[config.mk]
export PLATFORM = sky130hd
export DESIGN_NAME = vscale_htif_host_bridge
export DESIGN_NICKNAME = d
export VERILOG_FILES = /design/src/rtl/vscale_htif_host_bridge_pkg.sv /design/src/rtl/vscale_htif_poll_timer.sv /design/src/rtl/vscale_htif_host_bridge.sv
export SDC_FILE = /design/constraint.sdc
export NUM_CORES = 1
export LEC_CHECK = 0
export ABC_AREA = 1
export BUFFER_PORTS_ARGS = -buffer_cell sky130_fd_sc_hd__buf_2
export CAP_MARGIN = 40
export CORE_ASPECT_RATIO = 2
export CORE_UTILIZATION = 35
export CTS_BUF_LIST = sky130_fd_sc_hd__clkbuf_4 sky130_fd_sc_hd__clkbuf_8
export DETAILED_ROUTE_END_ITERATION = 12
export SYNTH_ARGS = -nofsm -noshare
export SYNTH_HDL_FRONTEND = slang
export SYNTH_HIERARCHICAL = 1
export SYNTH_SLANG_ARGS = --single-unit
[constraint.sdc]
create_clock -name clk -period 1.3 [get_ports clk]
set_input_delay 0.13 -clock clk [delete_from_list [all_inputs] [get_ports clk]]
set_output_delay 0.13 -clock clk [all_outputs]
set_load 0.03 [all_outputs]
[src/rtl/vscale_htif_host_bridge_pkg.sv]
// Shared HTIF bridge definitions: FSM and source encodings, tohost address, PCR width.
package vscale_htif_host_bridge_pkg;

    localparam int HTIF_PCR_WIDTH      = 64;
    localparam int HTIF_CSR_ADDR_WIDTH = 12;

    localparam logic [11:0] CSR_ADDR_TO_HOST = 12'h780;

    typedef enum logic [1:0] {
        HTIF_STATE_IDLE = 2'd0,
        HTIF_STATE_REQ  = 2'd1,
        HTIF_STATE_WAIT = 2'd2,
        HTIF_STATE_RSP  = 2'd3
    } htif_state_t;

    typedef enum logic {
        HTIF_SRC_CMD  = 1'b0,
        HTIF_SRC_POLL = 1'b1
    } htif_src_t;

    // An odd tohost word is an exit request; the code sits in bits [31:1].
    function automatic logic is_exit_word(input logic [HTIF_PCR_WIDTH-1:0] word);
        return word[0];
    endfunction

endpackage

[src/rtl/vscale_htif_poll_timer.sv]
// Free-running tohost poll timer: raises poll_pending every POLL_INTERVAL cycles until it is consumed.
module vscale_htif_poll_timer #(
    parameter int POLL_INTERVAL = 64
) (
    input  logic clk,
    input  logic reset,
    input  logic clear,
    output logic poll_pending
);

    localparam int CNT_W = (POLL_INTERVAL > 1) ? $clog2(POLL_INTERVAL) : 1;
    localparam logic [CNT_W-1:0] RELOAD = (POLL_INTERVAL > 0) ? CNT_W'(POLL_INTERVAL - 1) : '0;

    logic [CNT_W-1:0] cnt;
    logic             expire;

    assign expire = (POLL_INTERVAL > 0) && (cnt == '0);

    // A new expiry wins over a same-cycle clear so that no poll is lost.
    always_ff @(posedge clk) begin
        if (reset) begin
            cnt          <= RELOAD;
            poll_pending <= 1'b0;
        end else begin
            cnt <= (cnt == '0) ? RELOAD : cnt - 1'b1;
            if (expire) begin
                poll_pending <= 1'b1;
            end else if (clear) begin
                poll_pending <= 1'b0;
            end
        end
    end

endmodule

[src/rtl/vscale_htif_host_bridge.sv]
// Host-side HTIF PCR initiator: serialises host CSR commands onto the core PCR port and polls tohost.
// Build macro VSCALE_HTIF_TIMEOUT_EN adds a REQ/WAIT watchdog and the timeout_err output.
//
// state | meaning
// IDLE  | waiting for a host command or a pending tohost poll
// REQ   | presenting the latched request to the core
// WAIT  | waiting for the core response
// RSP   | holding the host result until rsp_ready
module vscale_htif_host_bridge
    import vscale_htif_host_bridge_pkg::*;
#(
    parameter int POLL_INTERVAL  = 64,
    parameter int CSR_ADDR_WIDTH = HTIF_CSR_ADDR_WIDTH,
    parameter int PCR_WIDTH      = HTIF_PCR_WIDTH
) (
    input  logic                      clk,
    input  logic                      reset,
    input  logic                      cmd_valid,
    output logic                      cmd_ready,
    input  logic                      cmd_rw,
    input  logic [CSR_ADDR_WIDTH-1:0] cmd_addr,
    input  logic [PCR_WIDTH-1:0]      cmd_data,
    output logic                      rsp_valid,
    input  logic                      rsp_ready,
    output logic [PCR_WIDTH-1:0]      rsp_data,
    output logic                      htif_pcr_req_valid,
    input  logic                      htif_pcr_req_ready,
    output logic                      htif_pcr_req_rw,
    output logic [CSR_ADDR_WIDTH-1:0] htif_pcr_req_addr,
    output logic [PCR_WIDTH-1:0]      htif_pcr_req_data,
    input  logic                      htif_pcr_resp_valid,
    output logic                      htif_pcr_resp_ready,
    input  logic [PCR_WIDTH-1:0]      htif_pcr_resp_data,
    output logic                      tohost_valid,
    output logic [PCR_WIDTH-1:0]      tohost_data,
    output logic                      exit_valid,
`ifdef VSCALE_HTIF_TIMEOUT_EN
    output logic                      timeout_err,
`endif
    output logic [30:0]               exit_code
);

    htif_state_t                state_q, state_d;
    htif_src_t                  src_q;
    logic                       rw_q;
    logic [CSR_ADDR_WIDTH-1:0]  addr_q;
    logic [PCR_WIDTH-1:0]       data_q;
    logic [PCR_WIDTH-1:0]       rsp_data_q;
    logic                       tohost_valid_q;
    logic [PCR_WIDTH-1:0]       tohost_data_q;
    logic                       exit_valid_q;
    logic [30:0]                exit_code_q;
    logic                       poll_pending;
    logic                       poll_take;
    logic                       timeout_hit;
    logic                       timeout_abort;

    vscale_htif_poll_timer #(
        .POLL_INTERVAL (POLL_INTERVAL)
    ) u_poll_timer (
        .clk          (clk),
        .reset        (reset),
        .clear        (poll_take),
        .poll_pending (poll_pending)
    );

    assign timeout_abort = timeout_hit &&
                           (((state_q == HTIF_STATE_REQ)  && !htif_pcr_req_ready) ||
                            ((state_q == HTIF_STATE_WAIT) && !htif_pcr_resp_valid));

`ifdef VSCALE_HTIF_TIMEOUT_EN
    logic [15:0] to_cnt_q;
    logic        timeout_err_q;

    assign timeout_hit = (to_cnt_q == 16'hFFFF);
    assign timeout_err = timeout_err_q;

    always_ff @(posedge clk) begin
        if (reset) begin
            to_cnt_q      <= '0;
            timeout_err_q <= 1'b0;
        end else begin
            if (((state_q == HTIF_STATE_REQ) || (state_q == HTIF_STATE_WAIT)) && !timeout_hit) begin
                to_cnt_q <= to_cnt_q + 16'd1;
            end else begin
                to_cnt_q <= '0;
            end
            if (timeout_abort) begin
                timeout_err_q <= 1'b1;
            end
        end
    end
`else
    assign timeout_hit = 1'b0;
`endif

    always_ff @(posedge clk) begin
        if (reset) begin
            state_q <= HTIF_STATE_IDLE;
        end else begin
            state_q <= state_d;
        end
    end

    always_comb begin
        state_d = state_q;
        case (state_q)
            HTIF_STATE_IDLE: begin
                if (cmd_valid || poll_take) begin
                    state_d = HTIF_STATE_REQ;
                end
            end
            HTIF_STATE_REQ: begin
                if (htif_pcr_req_ready) begin
                    state_d = HTIF_STATE_WAIT;
                end else if (timeout_abort) begin
                    state_d = (src_q == HTIF_SRC_CMD) ? HTIF_STATE_RSP : HTIF_STATE_IDLE;
                end
            end
            HTIF_STATE_WAIT: begin
                if (htif_pcr_resp_valid || timeout_abort) begin
                    state_d = (src_q == HTIF_SRC_CMD) ? HTIF_STATE_RSP : HTIF_STATE_IDLE;
                end
            end
            HTIF_STATE_RSP: begin
                if (rsp_ready) begin
                    state_d = HTIF_STATE_IDLE;
                end
            end
            default: state_d = HTIF_STATE_IDLE;
        endcase
    end

    always_comb begin
        cmd_ready           = 1'b0;
        poll_take           = 1'b0;
        htif_pcr_req_valid  = 1'b0;
        htif_pcr_resp_ready = 1'b0;
        rsp_valid           = 1'b0;
        case (state_q)
            HTIF_STATE_IDLE: begin
                cmd_ready = cmd_valid;
                poll_take = !cmd_valid && poll_pending && !exit_valid_q;
            end
            HTIF_STATE_REQ:  htif_pcr_req_valid  = 1'b1;
            HTIF_STATE_WAIT: htif_pcr_resp_ready = 1'b1;
            HTIF_STATE_RSP:  rsp_valid           = 1'b1;
            default: ;
        endcase
    end

    // Request latch and result capture.
    always_ff @(posedge clk) begin
        if (reset) begin
            src_q          <= HTIF_SRC_CMD;
            rw_q           <= 1'b0;
            addr_q         <= '0;
            data_q         <= '0;
            rsp_data_q     <= '0;
            tohost_valid_q <= 1'b0;
            tohost_data_q  <= '0;
            exit_valid_q   <= 1'b0;
            exit_code_q    <= '0;
        end else begin
            tohost_valid_q <= 1'b0;
            if (state_q == HTIF_STATE_IDLE) begin
                if (cmd_valid) begin
                    src_q  <= HTIF_SRC_CMD;
                    rw_q   <= cmd_rw;
                    addr_q <= cmd_addr;
                    data_q <= cmd_data;
                end else if (poll_take) begin
                    src_q  <= HTIF_SRC_POLL;
                    rw_q   <= 1'b0;
                    addr_q <= CSR_ADDR_WIDTH'(CSR_ADDR_TO_HOST);
                    data_q <= '0;
                end
            end
            if ((state_q == HTIF_STATE_WAIT) && htif_pcr_resp_valid) begin
                if (src_q == HTIF_SRC_CMD) begin
                    rsp_data_q <= rw_q ? '0 : htif_pcr_resp_data;
                end else if (htif_pcr_resp_data != '0) begin
                    tohost_valid_q <= 1'b1;
                    tohost_data_q  <= htif_pcr_resp_data;
                    if (is_exit_word(HTIF_PCR_WIDTH'(htif_pcr_resp_data))) begin
                        exit_valid_q <= 1'b1;
                        exit_code_q  <= htif_pcr_resp_data[31:1];
                    end
                end
            end else if (timeout_abort && (src_q == HTIF_SRC_CMD)) begin
                rsp_data_q <= '1;
            end
        end
    end

    assign htif_pcr_req_rw   = rw_q;
    assign htif_pcr_req_addr = addr_q;
    assign htif_pcr_req_data = data_q;
    assign rsp_data          = rsp_data_q;
    assign tohost_valid      = tohost_valid_q;
    assign tohost_data       = tohost_data_q;
    assign exit_valid        = exit_valid_q;
    assign exit_code         = exit_code_q;

endmodule
==> metrics.md, run 1 <==
| Metric | Value |
|---|---|
| Outcome | `complete, but fails checks` |
| Failing checks | `negative setup slack` |
| Hold/Removal Path Class | `primary input to flip-flop` |
| Mapped Cells | `between 1000 and 1500` |
| Internal | `between 15 and 20 mW` |
| Worst setup EP type | `primary output` |
| Tightest Pin Transition | `0.594 ns` |
| Syn_area_per_cell | `about 7.7 um2` |
| Final TNS setup | `-50.87 ns` |
| Hold Vio Cnt, Final | `0` |
| Sw Share | `34.8%` |
| Number of global-route vias before repair | `roughly 12000` |
| R2R cell count | `10` |
| Clk buf depth | `3` |
| First-pass GRT wire length | `between 60000 and 70000 um` |
| Nets | `2108` |
| Register area share after synthesis | `approximately half` |
| Top-level I/O count | `roughly 390` |
| Hold Path End | `rsp_data[31]` |
| Final Setup Violations | `about 280` |
| Initial Utilization | `about 36%` |
| DP Cell Count | `between 2000 and 2500` |
| Total gr overflow | `0` |
| Hold path startpoint | `htif_pcr_resp_data[31]` |
| DP HPWL | `approximately 26000 um` |
| Worst path max stage delay | `approximately 0.37 ns` |
| Antenna-violating nets left | `0` |
| Lkg Pwr | `between 7 and 8 nW` |
| Die footprint | `between 20000 and 30000 um2` |
| Clock network fraction of total power | `29.0%` |
| PD cells | `1350 nW/um2` |
| Most common cell after layout, fill and taps aside | `buf_2` |
| Syn_nets | `roughly 1500` |
| Pin count of the biggest net entering global routing | `just over 80` |
| Routed wire length | `~45000 um` |
| RSZ-0062 raised after global routing | `yes` |
| Multi-input gate area | `roughly 5300 um2` |
| Max Slew Vio Count | `0` |
| Layout area overhead | `77.6%` |
| CTS Buf Count | `38` |
| Final Wtd Congestion | `slightly below 0.9` |
| Most frequent cells in the layout | `383 x buf_2, 265 x nand2_1, 245 x dfxtp_1` |
| Clock Latency Late Sink | `between 0.5 and 0.6 ns` |
| Flop pwr share | `a little over a third` |
| Setup WS post-layout | `-0.335 ns` |
| WP buf/inv | `3` |
| Core Box Area | `roughly 28000 um2` |
| CP delay by family, top | `flip-flops` |
| Initial antenna violation count | `3` |
| Post-DR wirelength/cell | `about 19 um` |
| First-pass DRT Iterations | `5` |
| Max Cap Violations | `0` |
| Worst reg-to-reg setup slack | `-0.31 ns` |
| IO buf count | `388` |
| Clock slew at reported path FFs | `about 0.070 ns` |
| FF-to-FF Start | `state_q[1]` |
| CP required | `about 1.2 ns` |
| Stages on worst setup path | `5` |
| Worst EP arrival | `1.50 ns` |
| Top cell by count, worst path | `nor2_4` |
| Die width | `122 um` |
| Startpoint Class | `flip-flop` |
| Hold_ws | `between 0.05 and 0.06 ns` |
| Comb pwr share | `a little over a third` |
| Non-filler cells in the finished layout | `approximately 2300` |
| Slowest cell on the critical path | `dfxtp_4` |
| DRC Markers | `0` |
| Layout Skew | `0.0174 ns` |
| Fmax | `approximately 610 MHz` |
| CTS tree | `built` |
| Relative slew slack | `60.2%` |
| Yosys Warn Count | `6` |
| FF-to-FF End | `tohost_data[60]` |
| Routed via count | `around 12000` |
| Synthesized cell area | `roughly 10000 um2` |
| VDD IR max | `0.00119 V` |
| Psw | `8.33 mW` |
| Hold depth | `4` |
| CTS H-tree lvls | `2` |
| # rows | `a little under 90` |
| Die H | `241 um` |
| 1st-iter DRT viols | `about 610` |
| Clk sinks | `between 200 and 250` |
| Seq cells post-synth | `248` |
| Share of post-route cells with drive strength above 1 | `a little under half` |
| Yosys cell types | `29` |
| Fin crit share | `126%` |
| Critical path class | `flip-flop to primary output` |
| Tmin final | `between 1.5 and 2 ns` |
| DR vias/cell | `a little over 5` |
| Root Driver | `clkbuf_8` |
| Fillers | `between 2000 and 2500` |
| Register area | `around 5000 um2` |
| Tot GR Track Use | `between 20% and 30%` |
| Peak fanout along the critical path | `3` |
| Pre-CTS setup slack | `-0.673 ns` |
| Worst-path cell chain | `nor2_4 -> inv_2 -> nor2_4 -> buf_12 -> buf_8` |
==> per-layer routing <==
layer	wire length (um)	vias up	part of all wire (%)	global-route usage (%)
met5	0	-	0	0
met4	3420	0	7.7	22.1
met3	2630	182	5.9	5.44
met2	24000	556	54	53.6
met1	14500	5541	33	26.8
li1	-	5513	-	-
==> sequential cells by signal, indices dropped and copies added, names as in the netlist <==
register and flops:
htif_pcr_req_data 64, rsp_data 64, tohost_data 64, exit_code 31
htif_pcr_req_addr 12, u_poll_timer/cnt 6, state_q 2, exit_valid 1
htif_pcr_req_rw 1, src_q 1, tohost_valid 1, u_poll_timer/poll_pending 1
==> power by group through the flow <==
stage / logic [mW] / clock network (mW) / registers (mW)
floorplan: 2.12 / 0 / 9.96
global placement: 5.64 / 0 / 8.74
detailed placement: 5.67 / 0 / 8.76
CTS: 7.68 / 7.07 / 8.65
global route: 8.73 / 7.39 / 8.75
finish: 8.30 / 6.95 / 8.68
==> how the worst max path moves through the flow <==
stage,to,startpoint
after CTS,cmd_ready,state_q[0]
after floorplan,tohost_data[10],state_q[1]
after global placement,tohost_data[59],htif_pcr_resp_data[56]
after detailed placement,tohost_data[58],htif_pcr_resp_data[59]
final,cmd_ready,state_q[0]
after global routing,rsp_data[12],state_q[1]
==> timing repair <==
item,CTS,global route
setup endpoints to repair,273,318
hold buffers,141,0
endpoints found under the hold margin,207,0
pin swaps,105,65
gates cloned,32,6
resized for setup,222,143
buffers inserted,39,8
==> area by class of cell <==
| type | count | share of cell area (%) |
|---|---|---|
| inverters | 114 | 2.51 |
| multi-input cells | 854 | 29.8 |
| clock inverters | 4 | 0.127 |
| diodes | 3 | 0.0422 |
| well taps | 356 | 2.50 |
| flip-flops and latches | 248 | 27.9 |
| repair buffers | 704 | 32.8 |
| clock buffers | 60 | 4.32 |
==> stage by stage <==
stage	power, mW	instance area (um2)	util (%)
5_1_grt	24.9	17800	63.1
2_1_floorplan	12.1	10100	-
4_1_cts	23.4	17500	62.1
6_report	23.9	17800	63.1
3_5_place_dp	14.4	13100	46.4
3_3_place_gp	14.4	13100	46.4
==> logic make-up (layout without fill, tap and decap cells) <==
logic type	after synthesis	in the layout	synth area share, %
flip-flops	248	248	49.5
other	0	3	0
AO/OA/AOI/OAI	213	213	12.5
AND/OR/NAND/NOR	637	638	28.2
adder cells (fa/ha/maj)	1	1	0.125
buffers and inverters	208	882	9.41
XOR/XNOR	2	2	0.175
==> worst reg2reg max path: cells and delay by family, from the launching register on <==
kind,cells,cell delay [ns]
AO/OA/AOI/OAI,1,0.15
buffers and inverters,5,0.58
flip-flops,1,0.37
AND/OR/NAND/NOR,4,0.41
==> cells in the mapped netlist (all sizes together) <==
master / instances / area [um2]
inv: 113 / 424
xnor2: 1 / 8.76
nand2: 374 / 1540
nand3: 134 / 681
buf: 43 / 324
o21ai: 8 / 40.0
dfxtp: 248 / 4960
o21a: 1 / 7.51
nand4: 32 / 200
xor2: 1 / 8.76
nor3b: 1 / 7.51
nor3: 4 / 20.0
nor2: 92 / 380
ha: 1 / 12.5
a21oi: 204 / 1210
clkinv: 1 / 3.75
clkbuf: 51 / 191
Power figures use the tool's default switching activity.
==> run 2: changes to the inputs <==
--- a/config.mk
+++ b/config.mk
@@ -6,7 +6,7 @@
 export NUM_CORES = 1
 export LEC_CHECK = 0
 export ABC_AREA = 1
-export BUFFER_PORTS_ARGS = -buffer_cell sky130_fd_sc_hd__buf_2
+export BUFFER_PORTS_ARGS = -buffer_cell sky130_fd_sc_hd__buf_4
 export CAP_MARGIN = 40
 export CORE_ASPECT_RATIO = 2
 export CORE_UTILIZATION = 35
==> run 2 against run 1 <==
Effect of this change: the run still ends with negative setup slack left; die area did not move; via count up 2.4%; global-route usage down 1.2 points; count of clock-buffer cells in the layout increased by 1; critical path type unchanged; combinational power grew 23%; sequential share of layout area is 2.4 points lower; routed wire length grew 10%; setup slack got worse by 0.071 ns.
==> metrics.md, run 2 (synthesis results as in run 1) <==
| Metric | Value |
|---|---|
| Setup WS post-layout | `-0.406 ns (-0.0714 ns)` |
| Peak fanout along the critical path | `3 (unchanged)` |
| Total gr overflow | `0 (unchanged)` |
| Nets | `2111 (+0.14%)` |
| Failing checks | `negative setup slack` |
| Layout Skew | `0.00990 ns (-0.00752 ns)` |
| VDD IR max | `0.00134 V (+13%)` |
| Max Slew Vio Count | `0 (unchanged)` |
| DR vias/cell | `5.14 (+2.2%)` |
| Die H | `241 um (unchanged)` |
| Layout area overhead | `93.9%` |
| Worst-path cell chain | `buf_6 -> nor2_4 -> inv_2 -> nor2_4 -> buf_12 -> buf_8` |
| PD cells | `1370 nW/um2 (+1.7%)` |
| CTS Buf Count | `38 (unchanged)` |
| Routed via count | `12075 (+2.4%)` |
| 1st-iter DRT viols | `561 (-7.3%)` |
| Tot GR Track Use | `27.4% (-1.2 points)` |
| Initial antenna violation count | `2 (-1)` |
| CTS tree | `built` |
| CP delay by family, top | `buffers and inverters` |
| Worst EP arrival | `1.58 ns (+0.08 ns)` |
| Final Wtd Congestion | `0.901 (+2.1%)` |
| Clk sinks | `248 (unchanged)` |
| Most common cell after layout, fill and taps aside | `buf_4` |
| Antenna-violating nets left | `0 (unchanged)` |
| CTS H-tree lvls | `2 (unchanged)` |
| Hold Vio Cnt, Final | `0 (unchanged)` |
| Post-DR wirelength/cell | `21.0 um (+10%)` |
| Met3 Routed Length | `2930 um (+11%)` |
| Max Used Layer | `met4` |
| First-pass DRT Iterations | `4 (-1)` |
| Pin count of the biggest net entering global routing | `99 (+22%)` |
| Outcome | `complete, but fails checks` |
| Tmin final | `1.71 ns (+0.0714 ns)` |
| DP Cell Count | `2072 (unchanged)` |
| # rows | `87 (unchanged)` |
| Startpoint Class | `flip-flop` |
| Final Total Pwr | `26.6 mW (+11%)` |
| Worst setup EP type | `primary output` |
| Max Cap Violations | `0 (unchanged)` |
| Slowest cell on the critical path | `dfxtp_2` |
| Top-level I/O count | `389 (unchanged)` |
| Hold/Removal Path Class | `primary input to flip-flop` |
| Relative slew slack | `56.6% (-3.7 points)` |
| Root Driver | `clkbuf_8` |
| Tightest Pin Transition | `0.651 ns (+0.0571 ns)` |
| Clock Latency Late Sink | `0.57 ns (about the same)` |
| Lkg Pwr | `8.31 nW (+6.3%)` |
| Critical path class | `flip-flop to primary output` |
| First-pass GRT wire length | `61500 um (-3.5%)` |
| Final TNS setup | `-66.41 ns (-15.54 ns)` |
| Top cell by count, worst path | `nor2_4` |
| DP HPWL | `26300 um (+2.6%)` |
| WP buf/inv | `4 (+1)` |
| Clk buf depth | `3 (unchanged)` |
| Worst path max stage delay | `0.33 ns (-0.04 ns)` |
| Die footprint | `29400 um2 (unchanged)` |
| CP required | `1.17 ns (about the same)` |
| Die width | `122 um (unchanged)` |
| Fin crit share | `131% (+5.5 points)` |
| Share of post-route cells with drive strength above 1 | `52.7% (+5.2 points)` |
| DRC Markers | `0 (unchanged)` |
| Core Box Area | `28200 um2 (unchanged)` |
| Final Setup Violations | `264 (-4.3%)` |
| Number of global-route vias before repair | `11417 (-4.7%)` |
| Metal-1 WL | `16000 um (+10%)` |
| Pre-CTS setup slack | `-0.580 ns (+0.0925 ns)` |
| Metal2 WL | `26300 um (+9.5%)` |
| Non-filler cells in the finished layout | `2347 (+0.17%)` |
| Initial Utilization | `35.5% (unchanged)` |
| Most frequent cells in the layout | `466 x buf_4, 245 x dfxtp_1, 192 x nand2_1` |
| Routed wire length | `49200 um (+10%)` |
| IO buf count | `388 (unchanged)` |
| Fmax | `586 MHz (-4.2%)` |
| RSZ-0062 raised after global routing | `yes` |
| Clock slew at reported path FFs | `0.07 ns (about the same)` |
[run 2: cell count changes in the layout (fill, tap and decap cells not counted), moves of 9 or more]
cell	delta
nand3_2	-44
inv_1	-10
nand2_1	-73
nand2_2	+9
nand2_4	+64
inv_2	+10
buf_4	+379
buf_2	-383
nand3_1	+46
clkbuf_16	+14
a21oi_2	+65
a21oi_1	-65
[run 2: worst register-to-register path: cells and delay by family (launching register included)]
kind	cells	cell delay, ns
AND/OR/NAND/NOR	4	0.41
AO/OA/AOI/OAI	1	0.14
buffers and inverters	6	0.71
flip-flops	1	0.34
[run 2: timing repair]
item                                    4_1_cts  5_1_grt
gates cloned                                 17       30
pin swaps                                    55       55
hold endpoints to repair                    190        0
endpoints found under the setup margin      249      283
resized for setup                           142      377
hold buffers                                139        0
setup buffers                                18       11
[run 2: worst paths after layout]
check	slack, ns	depth (start not counted)	start	endpoint
worst min register to register	0.40	1	u_poll_timer/cnt[0]	u_poll_timer/cnt[0]
worst max register to register	-0.36	11	state_q[1]	rsp_data[44]
worst min-delay path	0.03	3	reset	src_q
worst max-delay path	-0.41	6	state_q[1]	cmd_ready
[run 2: per-layer routing]
metal / global-route usage (%) / vias up
li1: - / 5541
met1: 26.5 / 5715
met2: 51.8 / 606
met3: 5.86 / 213
met4: 17.3 / 0
met5: 0 / -
[run 2: metrics by stage]
stage / area [um2] / utilization [%] / hold slack, ns
finish: 19400 / 68.9 / 0.0314
global route: 19400 / 68.9 / 0.0353
CTS: 17500 / 61.9 / 0.000758
detailed placement: 14000 / 49.7 / 0.384
global placement: 14000 / 49.7 / 0.374
floorplan: 10100 / - / 0.199
[run 2: area by class of cell]
class / instances / area, um2
well taps: 356 / 445
multi-input cells: 854 / 5800
repair buffers: 707 / 6910
clock buffers: 61 / 783
flip-flops and latches: 248 / 4970
inverters: 114 / 447
fillers: 2054 / 8760
diodes: 2 / 5.00
clock inverters: 5 / 75.1
[run 2: power breakdown]
part	switching [mW]	total, mW	leakage (nW)	internal (mW)
Clock	3.27	7.48	0.455	4.20
Combinational	5.62	10.2	5.84	4.60
Sequential	0.612	8.88	2.01	8.27
Total	9.50	26.6	8.31	17.1
